**src/rtl/nn_phase_sequencer_if.sv**
```systemverilog
// nn_phase_sequencer_if
// Bundles the advance/abort controls and the phase status outputs of the
// neural-network phase sequencer.
//   changes     : advance strobe from the top-level input controller
//   abort       : forces the sequencer back to IN
//   state       : current phase code (IN=000, BUFF=001, OUT=010, DONE=011)
//   layer       : index of the layer being processed
//   phase_start : one-cycle pulse on entry to BUFF or OUT
//   done        : high during the single DONE cycle
//   timeout_err : sticky dwell-watchdog error flag
// Modports:
//   master : the controller side, drives changes/abort and observes status
//   slave  : the sequencer side, observes changes/abort and drives status
interface nn_phase_sequencer_if #(
  parameter int LAYER_W = 2
);
  logic               changes;
  logic               abort;
  logic [2:0]         state;
  logic [LAYER_W-1:0] layer;
  logic               phase_start;
  logic               done;
  logic               timeout_err;

  modport master (
    output changes,
    output abort,
    input  state,
    input  layer,
    input  phase_start,
    input  done,
    input  timeout_err
  );

  modport slave (
    input  changes,
    input  abort,
    output state,
    output layer,
    output phase_start,
    output done,
    output timeout_err
  );
endinterface

```
**src/rtl/nn_phase_sequencer.sv**
```systemverilog
// nn_phase_sequencer
// Steps the datapath through IN -> (BUFF -> OUT) x NUM_LAYERS -> DONE -> IN.
// Each step is triggered by the changes strobe (rising edge or level,
// selected by EDGE_MODE). abort returns to IN at once; a dwell watchdog
// returns to IN and raises a sticky timeout_err when BUFF or OUT is held
// for TIMEOUT cycles without an advance. All status outputs are registered.
// Ports:
//   clk   : clock, all state updates on the rising edge
//   reset : synchronous, active-high
//   bus   : nn_phase_sequencer_if slave modport (changes, abort in;
//           state, layer, phase_start, done, timeout_err out)
module nn_phase_sequencer #(
  parameter int NUM_LAYERS = 3,
  parameter int LAYER_W    = 2,
  parameter int TIMEOUT    = 255,
  parameter int TO_W       = 8,
  parameter int EDGE_MODE  = 1
) (
  input logic                 clk,
  input logic                 reset,
  nn_phase_sequencer_if.slave bus
);

  typedef enum logic [2:0] {
    ST_IN   = 3'b000,
    ST_BUFF = 3'b001,
    ST_OUT  = 3'b010,
    ST_DONE = 3'b011
  } state_t;

  localparam logic [LAYER_W-1:0] LAST_LAYER = LAYER_W'(NUM_LAYERS - 1);
  localparam bit                 WD_EN      = (TIMEOUT != 0);
  // Last count value before expiry; irrelevant when the watchdog is off.
  localparam logic [TO_W-1:0]    TO_LAST    = WD_EN ? TO_W'(TIMEOUT - 1) : '0;

  state_t             state_r;
  state_t             state_nxt_s;
  logic [LAYER_W-1:0] layer_r;
  logic [LAYER_W-1:0] layer_nxt_s;
  logic [TO_W-1:0]    wd_cnt_r;
  logic [TO_W-1:0]    wd_cnt_nxt_s;
  logic               changes_q_r;
  logic               adv_s;
  logic               in_phase_s;
  logic               wd_fire_s;
  logic               phase_start_r;
  logic               phase_start_nxt_s;
  logic               done_r;
  logic               done_nxt_s;
  logic               timeout_err_r;
  logic               timeout_err_nxt_s;

  // Advance event: rising edge of changes, or its plain level.
  always_comb begin
    adv_s = 1'b0;
    if (EDGE_MODE != 0) begin
      adv_s = bus.changes & ~changes_q_r;
    end else begin
      adv_s = bus.changes;
    end
  end

  // Next-state, layer, watchdog and registered-output decode.
  always_comb begin
    state_nxt_s       = state_r;
    layer_nxt_s       = layer_r;
    timeout_err_nxt_s = timeout_err_r;
    wd_cnt_nxt_s      = '0;
    in_phase_s        = (state_r == ST_BUFF) || (state_r == ST_OUT);
    wd_fire_s         = WD_EN && in_phase_s && (wd_cnt_r == TO_LAST);

    if (bus.abort) begin
      state_nxt_s = ST_IN;
      layer_nxt_s = '0;
    end else if (state_r == ST_DONE) begin
      // DONE lasts one cycle; any advance seen here is dropped.
      state_nxt_s = ST_IN;
      layer_nxt_s = '0;
    end else if (adv_s) begin
      case (state_r)
        ST_IN: begin
          state_nxt_s       = ST_BUFF;
          layer_nxt_s       = '0;
          timeout_err_nxt_s = 1'b0;
        end
        ST_BUFF: begin
          state_nxt_s = ST_OUT;
        end
        ST_OUT: begin
          if (layer_r == LAST_LAYER) begin
            state_nxt_s = ST_DONE;
          end else begin
            state_nxt_s = ST_BUFF;
            layer_nxt_s = layer_r + LAYER_W'(1'b1);
          end
        end
        default: begin
          state_nxt_s = ST_IN;
          layer_nxt_s = '0;
        end
      endcase
    end else if (wd_fire_s) begin
      state_nxt_s       = ST_IN;
      layer_nxt_s       = '0;
      timeout_err_nxt_s = 1'b1;
    end else begin
      state_nxt_s = state_r;
    end

    // Dwell count restarts on every phase change and only runs in BUFF/OUT.
    if (state_nxt_s != state_r) begin
      wd_cnt_nxt_s = '0;
    end else if (WD_EN && in_phase_s) begin
      wd_cnt_nxt_s = wd_cnt_r + TO_W'(1'b1);
    end else begin
      wd_cnt_nxt_s = '0;
    end

    phase_start_nxt_s = (state_nxt_s != state_r) &&
                        ((state_nxt_s == ST_BUFF) || (state_nxt_s == ST_OUT));
    done_nxt_s        = (state_nxt_s == ST_DONE);
  end

  // State, counter, edge register and output registers.
  always_ff @(posedge clk) begin
    if (reset) begin
      state_r       <= ST_IN;
      layer_r       <= '0;
      wd_cnt_r      <= '0;
      changes_q_r   <= 1'b0;
      phase_start_r <= 1'b0;
      done_r        <= 1'b0;
      timeout_err_r <= 1'b0;
    end else begin
      state_r       <= state_nxt_s;
      layer_r       <= layer_nxt_s;
      wd_cnt_r      <= wd_cnt_nxt_s;
      changes_q_r   <= bus.changes;
      phase_start_r <= phase_start_nxt_s;
      done_r        <= done_nxt_s;
      timeout_err_r <= timeout_err_nxt_s;
    end
  end

  assign bus.state       = state_r;
  assign bus.layer       = layer_r;
  assign bus.phase_start = phase_start_r;
  assign bus.done        = done_r;
  assign bus.timeout_err = timeout_err_r;

endmodule

```
**src/flat_wrapper.sv**
```systemverilog
// flat-port wrapper written by rule: the top's interface ports become plain ports
module nn_phase_sequencer_flat 
#(
  parameter int NUM_LAYERS = 3,
  parameter int LAYER_W    = 2,
  parameter int TIMEOUT    = 255,
  parameter int TO_W       = 8,
  parameter int EDGE_MODE  = 1
)
  (clk, reset, bus_changes, bus_abort, bus_state, bus_layer, bus_phase_start, bus_done, bus_timeout_err);
  nn_phase_sequencer_if #(.LAYER_W(LAYER_W)) bus_i ();
  input logic clk;
  input logic reset;
  input wire logic [$bits(bus_i.changes)-1:0] bus_changes;
  input wire logic [$bits(bus_i.abort)-1:0] bus_abort;
  output wire logic [$bits(bus_i.state)-1:0] bus_state;
  output wire logic [$bits(bus_i.layer)-1:0] bus_layer;
  output wire logic [$bits(bus_i.phase_start)-1:0] bus_phase_start;
  output wire logic [$bits(bus_i.done)-1:0] bus_done;
  output wire logic [$bits(bus_i.timeout_err)-1:0] bus_timeout_err;
  assign bus_i.changes = bus_changes;
  assign bus_i.abort = bus_abort;
  assign bus_state = bus_i.state;
  assign bus_layer = bus_i.layer;
  assign bus_phase_start = bus_i.phase_start;
  assign bus_done = bus_i.done;
  assign bus_timeout_err = bus_i.timeout_err;
  nn_phase_sequencer #(.NUM_LAYERS(NUM_LAYERS), .LAYER_W(LAYER_W), .TIMEOUT(TIMEOUT), .TO_W(TO_W), .EDGE_MODE(EDGE_MODE)) u_core (.clk(clk), .reset(reset), .bus(bus_i));
endmodule
```
**config.mk**
```make
export PLATFORM = sky130hd
export DESIGN_NAME = nn_phase_sequencer_flat
export DESIGN_NICKNAME = d
export VERILOG_FILES = /design/src/rtl/nn_phase_sequencer_if.sv /design/src/rtl/nn_phase_sequencer.sv /design/src/flat_wrapper.sv
export SDC_FILE = /design/constraint.sdc
export NUM_CORES = 1
export LEC_CHECK = 0
export CORE_UTILIZATION = 45
export DETAILED_ROUTE_END_ITERATION = 8
export GPL_TIMING_DRIVEN = 0
export MAX_ROUTING_LAYER = met4
export PLACE_DENSITY_LB_ADDON = 0.3
export SLEW_MARGIN = 20
export SYNTH_ARGS = -nofsm -noshare
export SYNTH_HDL_FRONTEND = slang
export SYNTH_SLANG_ARGS = --single-unit
```
**constraint.sdc**
```tcl
create_clock -name clk -period 3.1 [get_ports clk]
set_clock_uncertainty 0.1 [all_clocks]
set_input_delay 0.93 -clock clk [delete_from_list [all_inputs] [get_ports clk]]
set_output_delay 0.93 -clock clk [all_outputs]
set_load 0.05 [all_outputs]
```
==> results by group, run 1 <==
Synth
  – Async set-or-reset flop fraction in the synthesized netlist: 0
  – Unique masters post-synth: 40
  – Mapped Area: 896 sq um
  – Sequential element share of the synthesized area: 0.380
  – Most used DFF post-synth: dfxtp_1
  – Synth Register Bits: 17
  – Post-synthesis area per instance: about 8.8 sq um
  – Number of flops mapped to enable cells by yosys: 0
  – Synthesized netlist cell count: between 100 and 150
  – Number of warnings printed during yosys synthesis: 0
  – Post-Syn Nets: 109

Clocking
  – Root buf cell: clkbuf_4
  – Number of buffers created by CTS: 3
  – Number of setup buffers added after CTS: 0
  – Clock Sink Count: 17
  – TritonCTS clock tree: built
  – Clock-pin slew of the registers on the worst-case setup and hold paths: 0.10 ns
  – Level count of the clock H-tree: 1
  – Buffer depth of the longest clock path: 2
  – Worst skew pair latency: 0.28 ns
  – # resized after CTS: 0
  – Cts-stage hold buffer count: 0

Placed design
  – HPWL Detailed: approximately 1.2 mm
  – GP Congestion: 0.807
  – Port bufs: 10

Critical path
  – Reg-to-Reg Start: u_core.bus.state[2]
  – Length in cells of the worst reg-to-reg path: 7
  – Maximum fanout along the worst path: 8
  – Reg2Reg Capture Point: u_core.wd_cnt_r[5]
  – CP Data Required Time: ~3.2 ns
  – Setup crit end: u_core.wd_cnt_r[5]
  – First element of the critical path: bus_changes
  – Critical Path Source Type: input pin
  – Setup slack of the worst register-to-register path: between 1 and 1.5 ns
  – Type of the worst setup path: in2reg
  – Capturing element type of the critical path: flip-flop
  – Data arrival time of the critical path: ~2.9 ns

STA
  – Final min period: 2.73 ns
  – Setup Viol. Count Final: 0
  – Relative slew slack: 0.669
  – Share of the clock period used by the worst path: 0.880
  – Setup repair after global routing missed its margin: no
  – Hold slack final: 0.387 ns
  – Fin. max-slew vios: 0
  – Slew at the pin closest to its max-slew limit: about 0.5 ns
  – Total Neg Setup Slack: 0 ns
  – Top achievable clock speed: 367 MHz
  – Number of hold violations in the final report: 0

Routing
  – 1st-pass router iterations: 4
  – Via count: about 780
  – Routed length per placed instance: 12.3 um
  – Average vias per placed instance: 5.56
  – Remaining design rule violation count: 0
  – Final wirelength: roughly 1.7 mm
  – Detailed router's first-iteration violation count: 28
  – Number of routed nets with antenna violations: 0

Power
  – Power Density: between 300 and 400 nW/um^2
  – Reported leakage power: 0.345 nW
  – IR drop worst, VDD: 0.247 mV

Floorplanning
  – Area of the core: 1800 sq um
  – Die W: between 40 and 50 um
  – Overall die height: 46.6 um
  – Initial cell density of the core: 0.497
  – Top-Level Pins: 12
  – Area of the die: roughly 2200 sq um
  – Std-Cell Rows: 15

GRT
  – GRT Resource Usage Total: 0.188
  – Via count of the first global-routing pass: approximately 660
  – Maximum number of pins on one net before global-route repair: 11
  – Number of antenna violations at the first check in global routing: 0
  – GR Overflow Total: 0
  – First-pass GRT wire length: between 2 and 3 mm

Final layout
  – P&R area growth vs syn: 17.7%
  – N_diodes: 0
  – Layout fillers: about 170
  – Fraction of layout instances using a drive strength above 1: 0.164
  – Most common cell after layout, fill and taps aside: dfxtp_1
  – Number of nets in the final layout: 124
  – Sequential cell area: 340 sq um
  – Top library cells by usage in the layout, fill and taps aside: dfxtp_1, clkdlybuf4s50_1, nand2_1, nor2_2, nor2_1
  – Multi-input gate area in the final layout: ~500 sq um

Flow run
  – MaxCap Viol Count: 0

Worst hold path
  – Type of the worst min-delay path: reg2reg
  – Depth of the worst hold-timing path: 2

Run status
  – Outcome: finished clean
cells in the mapped netlist, types with 3 or more instances:
master | number | share of area
or3_1 | 3 | 0.021
dfxtp_1 | 17 | 0.38
inv_1 | 4 | 0.017
nand2b_1 | 3 | 0.021
nor2b_1 | 4 | 0.028
nor2_2 | 7 | 0.049
a21oi_1 | 4 | 0.022
nor2_1 | 7 | 0.029
xnor2_1 | 5 | 0.049
nand3_1 | 4 | 0.022
nand2_1 | 8 | 0.034
ha_1 | 3 | 0.042
cell type report:
| class | instances | share of cell area |
|---|---|---|
| multi-input cells | 76 | 0.474 |
| flip-flops and latches | 17 | 0.323 |
| clock inverters | 1 | 0.00474 |
| inverters | 4 | 0.0142 |
| plain buffers | 5 | 0.0380 |
| well taps | 25 | 0.0297 |
| clock buffers | 3 | 0.0214 |
| repair buffers | 10 | 0.0949 |
stage by stage:
stage	cell area, sq um	worst slack [ns]	util	cells	power [W]
2_1_floorplan	896	0.596	-	102	0.000258
3_3_place_gp	1030	0.113	0.570	137	0.000270
3_5_place_dp	1030	0.0874	0.570	137	0.000270
4_1_cts	1050	0.384	0.585	141	0.000389
5_1_grt	1050	0.309	0.585	141	0.000405
6_report	1050	0.372	0.585	141	0.000384
how the worst min path moves through the flow:
stage                              from             endpoint  slack, ns
global route        u_core.bus.layer[1]  u_core.bus.layer[1]       0.43
CTS                 u_core.bus.layer[0]  u_core.bus.layer[0]       0.39
finish              u_core.bus.layer[0]  u_core.bus.layer[0]       0.39
detailed placement  u_core.bus.layer[0]  u_core.bus.layer[0]       0.37
floorplan            u_core.wd_cnt_r[0]   u_core.wd_cnt_r[0]       0.35
global placement    u_core.bus.layer[1]  u_core.bus.layer[1]       0.36
sequential cells by signal, summed over array words and instances (netlist names):
register	count
u_core.bus.phase_start	1
u_core.bus.done	1
u_core.bus.state	3
u_core.bus.timeout_err	1
u_core.changes_q_r	1
u_core.wd_cnt_r	8
u_core.bus.layer	2
metal layers:
layer | global-route usage | share of wire | vias up
met5 | - | 0 | -
met4 | 0.0686 | 0.0086 | 0
li1 | - | - | 384
met2 | 0.289 | 0.46 | 36
met3 | 0.0353 | 0.071 | 2
met1 | 0.242 | 0.46 | 362
kinds of logic (layout without fill, tap and decap cells):
kind of cell / count (synthesis) / count (layout) / share of synthesized area
adder cells (fa/ha/maj): 3 / 3 / 0.0419
AO/OA/AOI/OAI: 18 / 18 / 0.137
buffers and inverters: 9 / 23 / 0.0614
flip-flops: 17 / 17 / 0.380
XOR/XNOR: 7 / 7 / 0.0684
AND/OR/NAND/NOR: 48 / 48 / 0.311
where the power goes:
group	switching, W	internal, W
logic	0.0000261	0.0000165
clock network	0.0000698	0.0000478
registers	0.00000228	0.000221
total	0.0000982	0.000286
worst max-delay path, cell delays in order:
cell	delay, ns
clkdlybuf4s50_1	0.45
nor2b_1	0.21
o22a_1	0.23
or4_1	0.38
or3b_1	0.39
buf_6	0.16
nor2_4	0.10
Power figures use the tool's default switching activity.
==> inputs of run 2 (changes only) <==
- CELL_PAD_IN_SITES_DETAIL_PLACEMENT: default -> 1
- CELL_PAD_IN_SITES_GLOBAL_PLACEMENT: default -> 1
- CORE_MARGIN: default -> 8
- CORE_UTILIZATION: 45 -> 39
- CTS_CLUSTER_DIAMETER: default -> 120
==> results by group, run 2 (synthesis gave the netlist of run 1 again) <==
Run status
  – Outcome: finished clean

STA
  – Fin worst setup slack: 0.349 ns (-0.0234 ns)
  – Slew at the pin closest to its max-slew limit: 0.499 ns (+0.00381 ns)
  – Number of hold violations in the final report: 0 (unchanged)
  – Final min period: 2.75 ns (+0.0234 ns)
  – Fin. max-slew vios: 0 (unchanged)
  – Share of the clock period used by the worst path: 0.887 (+0.00754)
  – Top achievable clock speed: 363 MHz (-0.85%)
  – Relative slew slack: 0.666 (-0.00255)
  – Total Neg Setup Slack: 0 ns (unchanged)
  – Setup Viol. Count Final: 0 (unchanged)
  – Setup repair after global routing missed its margin: no

Clocking
  – Root buf cell: clkbuf_4
  – Clock Sink Count: 17 (unchanged)
  – Buffer depth of the longest clock path: 2 (unchanged)
  – Number of setup buffers added after CTS: 0 (unchanged)
  – Level count of the clock H-tree: 1 (unchanged)
  – Worst skew pair latency: 0.29 ns (about the same)
  – # resized after CTS: 0 (unchanged)
  – Cts-stage hold buffer count: 0 (unchanged)
  – TritonCTS clock tree: built
  – Number of buffers created by CTS: 3 (unchanged)
  – Clock-pin slew of the registers on the worst-case setup and hold paths: 0.10 ns (about the same)

Routing
  – Final wirelength: 2.02 mm (+16%)
  – Routed length per placed instance: 14.0 um (+14%)
  – 1st-pass router iterations: 4 (unchanged)
  – Detailed router's first-iteration violation count: 12 (-57%)
  – Average vias per placed instance: 5.25 (-5.6%)
  – Via count: 756 (-3.6%)
  – Number of routed nets with antenna violations: 0 (unchanged)
  – Remaining design rule violation count: 0 (unchanged)

GRT
  – First-pass GRT wire length: 3.65 mm (+29%)
  – GR Overflow Total: 0 (unchanged)
  – Via count of the first global-routing pass: 829 (+25%)
  – Number of antenna violations at the first check in global routing: 0 (unchanged)
  – Maximum number of pins on one net before global-route repair: 11 (unchanged)
  – GRT Resource Usage Total: 0.112 (-0.0756)

Placed design
  – GP Congestion: 0.808 (+0.14%)
  – HPWL Detailed: 1.59 mm (+31%)
  – Worst slack after detailed placement: 0.0711 ns (-0.0162 ns)
  – Port bufs: 10 (unchanged)

Final layout
  – N_diodes: 0 (unchanged)
  – Fraction of layout instances using a drive strength above 1: 0.155 (-0.00862)
  – Largest register FFs: 8 (unchanged)
  – Biggest register: u_core.wd_cnt_r
  – Number of nets in the final layout: 124 (unchanged)
  – Most common cell after layout, fill and taps aside: dfxtp_1
  – P&R area growth vs syn: 18.0%
  – Sequential cell area: 340 sq um (unchanged)
  – Layout fillers: 272 (+64%)
  – Multi-input gate area in the final layout: 500 sq um (unchanged)
  – Top library cells by usage in the layout, fill and taps aside: dfxtp_1, clkdlybuf4s50_1, nand2_1, nor2_2, nor2_1

Critical path
  – Critical Path Max Stage Delay: 0.45 ns (about the same)
  – Type of the worst setup path: in2reg
  – Reg-to-Reg Start: u_core.bus.state[2]
  – Length in cells of the worst reg-to-reg path: 7 (unchanged)
  – Critical Path Source Type: input pin
  – Capturing element type of the critical path: flip-flop
  – Setup crit end: u_core.wd_cnt_r[2]
  – Critical path's slowest cell: clkdlybuf4s50_1
  – First element of the critical path: bus_changes
  – Maximum fanout along the worst path: 8 (unchanged)
  – Data arrival time of the critical path: 2.89 ns (+0.03 ns)
  – CP Data Required Time: 3.24 ns (about the same)
  – Setup slack of the worst register-to-register path: 0.99 ns (-0.07 ns)
  – Critical-path cell list: clkdlybuf4s50_1 -> nor2b_1 -> o22a_1 -> or4_1 -> or3b_1 -> buf_6 -> nor2_2
  – Reg2Reg Capture Point: u_core.wd_cnt_r[2]

Flow run
  – MaxCap Viol Count: 0 (unchanged)

Floorplanning
  – Std-Cell Rows: 17 (+2)
  – Top-Level Pins: 12 (unchanged)
  – Initial cell density of the core: 0.409 (-0.0883)
  – Die W: 63.9 um (+37%)
  – Area of the die: 4090 sq um (+88%)
  – Area of the core: 2190 sq um (+22%)
  – Overall die height: 63.9 um (+37%)

Worst hold path
  – Min-Delay Startpoint: u_core.bus.layer[1]
  – Type of the worst min-delay path: reg2reg

Power
  – IR drop worst, VDD: 0.238 mV (-4.0%)
  – Power Density: 367 nW/um^2 (+0.90%)
  – Reported leakage power: 0.342 nW (-0.79%)
## run 2: cell type report
type | count | share of cell area
clock buffers | 4 | 0.0249
inverters | 4 | 0.0142
flip-flops and latches | 17 | 0.322
well taps | 28 | 0.0331
plain buffers | 5 | 0.0379
repair buffers | 10 | 0.0947
multi-input cells | 76 | 0.473
## run 2: worst min path at each step
| stage | to | slack [ns] | cells past startpoint |
|---|---|---|---|
| 2_1_floorplan | u_core.wd_cnt_r[0] | 0.35 | 1 |
| 3_3_place_gp | u_core.bus.layer[1] | 0.36 | 2 |
| 3_5_place_dp | u_core.bus.layer[1] | 0.38 | 2 |
| 4_1_cts | u_core.bus.layer[1] | 0.39 | 2 |
| 5_1_grt | u_core.wd_cnt_r[0] | 0.42 | 1 |
| 6_report | u_core.bus.layer[1] | 0.39 | 2 |
## run 2: layer usage
| metal | vias to the layer above | GRT usage | part of all wire |
|---|---|---|---|
| met5 | - | - | 0 |
| met4 | 0 | 0.0585 | 0.013 |
| met3 | 4 | 0.0348 | 0.044 |
| met2 | 12 | 0.193 | 0.49 |
| met1 | 356 | 0.111 | 0.45 |
| li1 | 384 | - | - |
## run 2: worst max-delay path, delay by kind of cell
kind                   cells  cell delay (ns)
AO/OA/AOI/OAI              1             0.23
buffers and inverters      2             0.62
AND/OR/NAND/NOR            4             1.11
## run 2: stage by stage
step | total power [W] | utilization | cells | hold WS, ns | area, sq um
2_1_floorplan | 0.000258 | - | 102 | 0.351 | 896
3_3_place_gp | 0.000271 | 0.471 | 140 | 0.356 | 1030
3_5_place_dp | 0.000272 | 0.471 | 140 | 0.381 | 1030
4_1_cts | 0.000394 | 0.483 | 144 | 0.393 | 1060
5_1_grt | 0.000405 | 0.483 | 144 | 0.424 | 1060
6_report | 0.000388 | 0.483 | 144 | 0.390 | 1060
## run 2: where the power goes
part	internal [W]	switching (W)	total [W]
sequential	0.000221	0.00000249	0.000224
combinational	0.0000165	0.0000266	0.0000431
clock	0.0000501	0.0000713	0.000121
total	0.000288	0.000100	0.000388
==> edit 1, RTL diff (flow settings as in run 2) <==
`EDGE_MODE` is set to 1 in 2 places; all go to 0.
--- a/src/rtl/nn_phase_sequencer.sv
+++ b/src/rtl/nn_phase_sequencer.sv
@@ -14,7 +14,7 @@
   parameter int LAYER_W    = 2,
   parameter int TIMEOUT    = 255,
   parameter int TO_W       = 8,
-  parameter int EDGE_MODE  = 1
+  parameter int EDGE_MODE  = 0
 ) (
   input logic                 clk,
   input logic                 reset,
--- a/src/flat_wrapper.sv
+++ b/src/flat_wrapper.sv
@@ -5,7 +5,7 @@
   parameter int LAYER_W    = 2,
   parameter int TIMEOUT    = 255,
   parameter int TO_W       = 8,
-  parameter int EDGE_MODE  = 1
+  parameter int EDGE_MODE  = 0
 )
   (clk, reset, bus_changes, bus_abort, bus_state, bus_layer, bus_phase_start, bus_done, bus_timeout_err);
   nn_phase_sequencer_if #(.LAYER_W(LAYER_W)) bus_i ();
Function: changed (a bounded check fails within 4 cycles, from zero or initial values and one cycle with reset high).
==> edit 1 against run 2 <==
- routed wire length decreased by 6.8%
- worst hold slack better by 0.0085 ns
- fmax increased by 7.3%
- setup slack improved by 0.19 ns
- sequential cell count down 1
- die area decreased by 3.2%
- total power down 1.4%
- synthesized cell count down 4.9%
- area after synthesis shrank 4.3%
- design area decreased by 2.7%
- cell count down 3.5%
- highest routed layer is now met3
==> edit 1: results (changes against run 2) <==
qor: clock_network.cts.sink_count 16 [-1]
qor: synthesis.syn-num-nets 104 [-4.6%]
qor: synthesis.yosys.cell_types.count 31 [-23%]
qor: power.power.static_leakage 0.000335 uW [-2.0%]
qor: worst_setup_path.regToRegSetupSlack 1.18 ns [+0.19 ns]
qor: worst_setup_path.arrival 1.54 ns [-1.35 ns]
qor: power.power.density_cell_area 372 nW/um^2 [+1.4%]
qor: final_layout.final_layout_size_suffix_gt1_share 11.7% [-3.8 points]
qor: drt.dr_total_vias 715 [-5.4%]
qor: final_layout.finish.net_count 119 [-4.0%]
qor: worst_setup_path.rr_startpoint u_core.wd_cnt_r[0]$_SDFF_PP0_
qor: global_routing.grt_first_pass_wirelength 3.32 mm [-9.1%]
qor: power.pwr-share-seq 54.4% [-3.2 points]
qor: outcome.run_status finished clean
qor: hold_path.worst_hold_startpoint u_core.wd_cnt_r[0]$_SDFF_PP0_
qor: synthesis.synth-seq-area-share 37.4% [-0.62 points]
qor: hold_path.hold-path-endpoint u_core.wd_cnt_r[0]$_SDFF_PP0_
qor: worst_setup_path.max_fo_critical_path 3 [-5]
qor: power.worst_ir_drop_vdd 0.238 mV [+0.34%]
qor: power.combinationalPower 38.6 uW [-10%]
qor: final_layout.buffers_excl_clock 14 [-1]
qor: final_layout.seq_area_share 31.1% [-1.0 points]
qor: worst_setup_path.reg2reg_to u_core.wd_cnt_r[5]$_SDFF_PP0_
qor: sta.worst_slew_pin_tran 0.503 ns [+0.00372 ns]
qor: final_layout.clkCellAreaFrac 3.53% [+1.0 points]
qor: synthesis.netlist_instances 97 [-4.9%]
qor: final_layout.final.fill_count 267 [-1.8%]
qor: global_routing.vias_in_the_first_global_route 761 [-8.2%]
qor: synthesis.yosys-top-cells-area sky130_fd_sc_hd__dfxtp_1 37%, sky130_fd_sc_hd__nor2_1 7.0%, sky130_fd_sc_hd__ha_1 4.4%, sky130_fd_sc_hd__xnor2_1 4.1%, sky130_fd_sc_hd__a2111oi_4 3.2%
qor: worst_setup_path.critical-path-top-delay-family buffers and inverters
qor: drt.detailedRoute.firstIterationViolations 5 [-7]
qor: final_layout.finalNonFillerCells 139 [-3.5%]
-- edit 1: worst max path at each step --
stage	depth (start not counted)	to	startpoint	slack [ns]
after floorplan	6	u_core.wd_cnt_r[2]$_SDFF_PP0_	bus_abort	0.89
after global placement	6	u_core.wd_cnt_r[3]$_SDFF_PP0_	bus_changes	0.29
after detailed placement	6	u_core.wd_cnt_r[7]$_SDFF_PP0_	bus_changes	0.26
after CTS	1	bus_state[1]	u_core.bus.state[1]$_SDFF_PP0_	0.51
after global routing	1	bus_state[1]	u_core.bus.state[1]$_SDFF_PP0_	0.47
final	1	bus_state[1]	u_core.bus.state[1]$_SDFF_PP0_	0.53
-- edit 1: metal layers --
layer | routed length [um] | global-route usage [%] | part of all wire [%]
met5 | 0 | - | 0
met4 | 0 | 2.56 | 0
met3 | 68 | 3.41 | 3.6
met2 | 976 | 18.7 | 52
met1 | 834 | 10.6 | 44
-- edit 1: kinds of logic (layout without fill, tap and decap cells) --
| kind of cell | Yosys count | count (layout) | share of synthesized area (%) |
|---|---|---|---|
| and+or+nand+nor | 46 | 46 | 29.2 |
| AOI/OAI and AO/OA | 17 | 17 | 16.8 |
| DFF | 16 | 16 | 37.4 |
| buffers and inverters | 9 | 23 | 6.13 |
| xor gates and xnor gates | 6 | 6 | 6.13 |
| adders and majority gates | 3 | 3 | 4.38 |
-- edit 1: stage by stage --
stage	utilization (%)	setup WS [ns]	hold WS, ns	area [sq um]
2_1_floorplan	-	0.885	0.341	857
3_3_place_gp	46.2	0.293	0.356	992
3_5_place_dp	46.2	0.264	0.384	992
4_1_cts	47.9	0.510	0.406	1030
5_1_grt	47.9	0.466	0.431	1030
6_report	47.9	0.535	0.399	1030
==> edit 2, RTL diff (config.mk and constraints of run 2) <==
Without the edit above. Make the reset (`reset`) asynchronous in one clocked block.
--- a/src/rtl/nn_phase_sequencer.sv
+++ b/src/rtl/nn_phase_sequencer.sv
@@ -122,7 +122,7 @@
   end
 
   // State, counter, edge register and output registers.
-  always_ff @(posedge clk) begin
+  always_ff @(posedge clk or posedge reset) begin
     if (reset) begin
       state_r       <= ST_IN;
       layer_r       <= '0;
Check against the original RTL: differs if reset is asserted again (counterexample within 4 cycles, from zero or initial values and one cycle with reset high); with reset held inactive, the same outputs for 10 cycles.
==> edit 2 against run 2 <==
- setup slack improved by 0.12 ns
- fmax grew 4.4%
- critical endpoint is now bus_state[2]
- design area fell by 1.2%
- routed wire length decreased by 0.89%
- sequential cell count stayed put
- via count decreased by 8.7%
- total power decreased by 0.42%
- sequential share of layout area increased by 8.5 points
- count of clock-buffer cells in the layout did not move
- non-clock buffer count is 2 lower
- area after synthesis decreased by 2.5%
==> edit 2: results (changes against run 2) <==
qor: placed_design.detailed_place_hpwl 1.53 mm [-3.9%]
qor: synthesis.syn-num-nets 99 [-9.2%]
qor: clock_network.cts.path.max_buffers 2 [unchanged]
qor: worst_setup_path.worstSetupStartpoint u_core.bus.state[2]$_DFF_PP0_
qor: placed_design.port_buffers 11 [+1]
qor: synthesis.share_of_flip_flops_with_an_asynchronous_set_or_reset_after_synthesis 100% [+100 points]
qor: global_routing.largest_net_degree_at_the_start_of_global_routing 18 [+7]
qor: worst_setup_path.arrival 1.61 ns [-1.28 ns]
qor: final_layout.final_layout_size_suffix_gt1_share 7.48% [-8.0 points]
qor: worst_setup_path.rr_startpoint u_core.bus.state[0]$_DFF_PP0_
qor: power.worst_ir_drop_vdd 0.267 mV [+12%]
qor: global_routing.vias_in_the_first_global_route 775 [-6.5%]
qor: synthesis.synth_common_cells 17 x sky130_fd_sc_hd__dfrtp_1, 16 x sky130_fd_sc_hd__nor2_1, 6 x sky130_fd_sc_hd__nand3_1
qor: final_layout.finish.net_count 115 [-7.3%]
qor: final_layout.final.fill_count 256 [-5.9%]
qor: worst_setup_path.crit_path_end bus_state[2]
qor: worst_setup_path.cp_class reg2out
qor: hold_path.hold_path_depth 1 [-1]
qor: placed_design.finalWeightedCongestion 0.853 [+5.6%]
qor: worst_setup_path.reg2regPathDepth 5 [-2]
qor: synthesis.synth-seq-area-share 48.7% [+11 points]
qor: outcome.run_status finished clean
qor: drt.drt_first_pass_iters 4 [unchanged]
qor: synthesis.yosys-top-cells-area sky130_fd_sc_hd__dfrtp_1 49%, sky130_fd_sc_hd__nor2_1 6.9%, sky130_fd_sc_hd__ha_1 4.3%, sky130_fd_sc_hd__xor2_1 4.0%, sky130_fd_sc_hd__nand3_1 3.4%
qor: drt.dr_total_vias 690 [-8.7%]
qor: placed_design.place_area 1020 sq um [-1.2%]
qor: global_routing.grt_first_pass_wirelength 3.46 mm [-5.3%]
qor: hold_path.hold-path-endpoint u_core.wd_cnt_r[0]$_DFF_PP0_
qor: worst_setup_path.regToRegSetupSlack 1.37 ns [+0.38 ns]
qor: worst_setup_path.critPathMaxStageDelay 0.85 ns [+0.40 ns]
qor: synthesis.synth_warnings 0 [unchanged]
qor: worst_setup_path.cpMaxStageDelayCell sky130_fd_sc_hd__clkdlybuf4s50_1
qor: worst_setup_path.critical-path-top-delay-family buffers and inverters
qor: drt.wl_per_cell 14.8 um [+5.7%]
qor: hold_path.worst_hold_startpoint u_core.wd_cnt_r[0]$_DFF_PP0_
qor: worst_setup_path.max_fo_critical_path 8 [unchanged]
qor: global_routing.grt_resource_usage_total 11.3% [+0.060 points]
qor: worst_setup_path.reg2reg_to u_core.wd_cnt_r[7]$_DFF_PP0_
qor: synthesis.summed_instance_area_of_the_synthesized_netlist 873 sq um [-2.5%]
qor: worst_setup_path.cp_capture_type output port
edit 2: layer usage:
layer  wire [um]  global-route usage (%)  part of all wire (%)  vias up
met1         840                    10.9                    42      334
met5           0                       -                     0        -
met4          37                    5.01                   1.9        0
met3          74                    3.36                   3.7        5
li1            -                       -                     -      341
met2        1050                    20.3                    52       10
edit 2: per-stage QoR:
stage / util (%) / total power (uW) / setup slack, ns / hold WS [ns] / instances
3_5_place_dp: 46.9 / 273 / 0.298 / 0.395 / 131
5_1_grt: 48.2 / 404 / 0.390 / 0.414 / 135
6_report: 48.2 / 386 / 0.465 / 0.400 / 135
2_1_floorplan: - / 258 / 1.11 / 0.354 / 92
4_1_cts: 48.2 / 395 / 0.442 / 0.409 / 135
3_3_place_gp: 46.9 / 271 / 0.430 / 0.382 / 131
edit 2: logic make-up after synthesis:
| kind of cell | Yosys count | synth area share (%) |
|---|---|---|
| and+or+nand+nor | 43 | 26.6 |
| DFF | 17 | 48.7 |
| AOI/OAI and AO/OA | 15 | 9.74 |
| xor gates and xnor gates | 7 | 7.02 |
| buffers and inverters | 7 | 3.58 |
| adders and majority gates | 3 | 4.30 |
edit 2: power by group:
group / total, uW / leakage, uW / switching (uW) / internal, uW
clock network: 119 / 0.0000150 / 68.7 / 50.0
logic: 41.7 / 0.000187 / 26.3 / 15.4
registers: 226 / 0.000234 / 1.73 / 224
total: 386 / 0.000436 / 96.7 / 290
edit 2: layout make-up:
cell class	count	area [sq um]	area share [%]
plain buffers	2	12.5	1.20
flip-flops and latches	17	425	40.7
repair buffers	11	110	10.5
well taps	28	35.0	3.35
multi-input cells	68	417	39.9
clock buffers	4	26.3	2.51
inverters	5	18.8	1.80
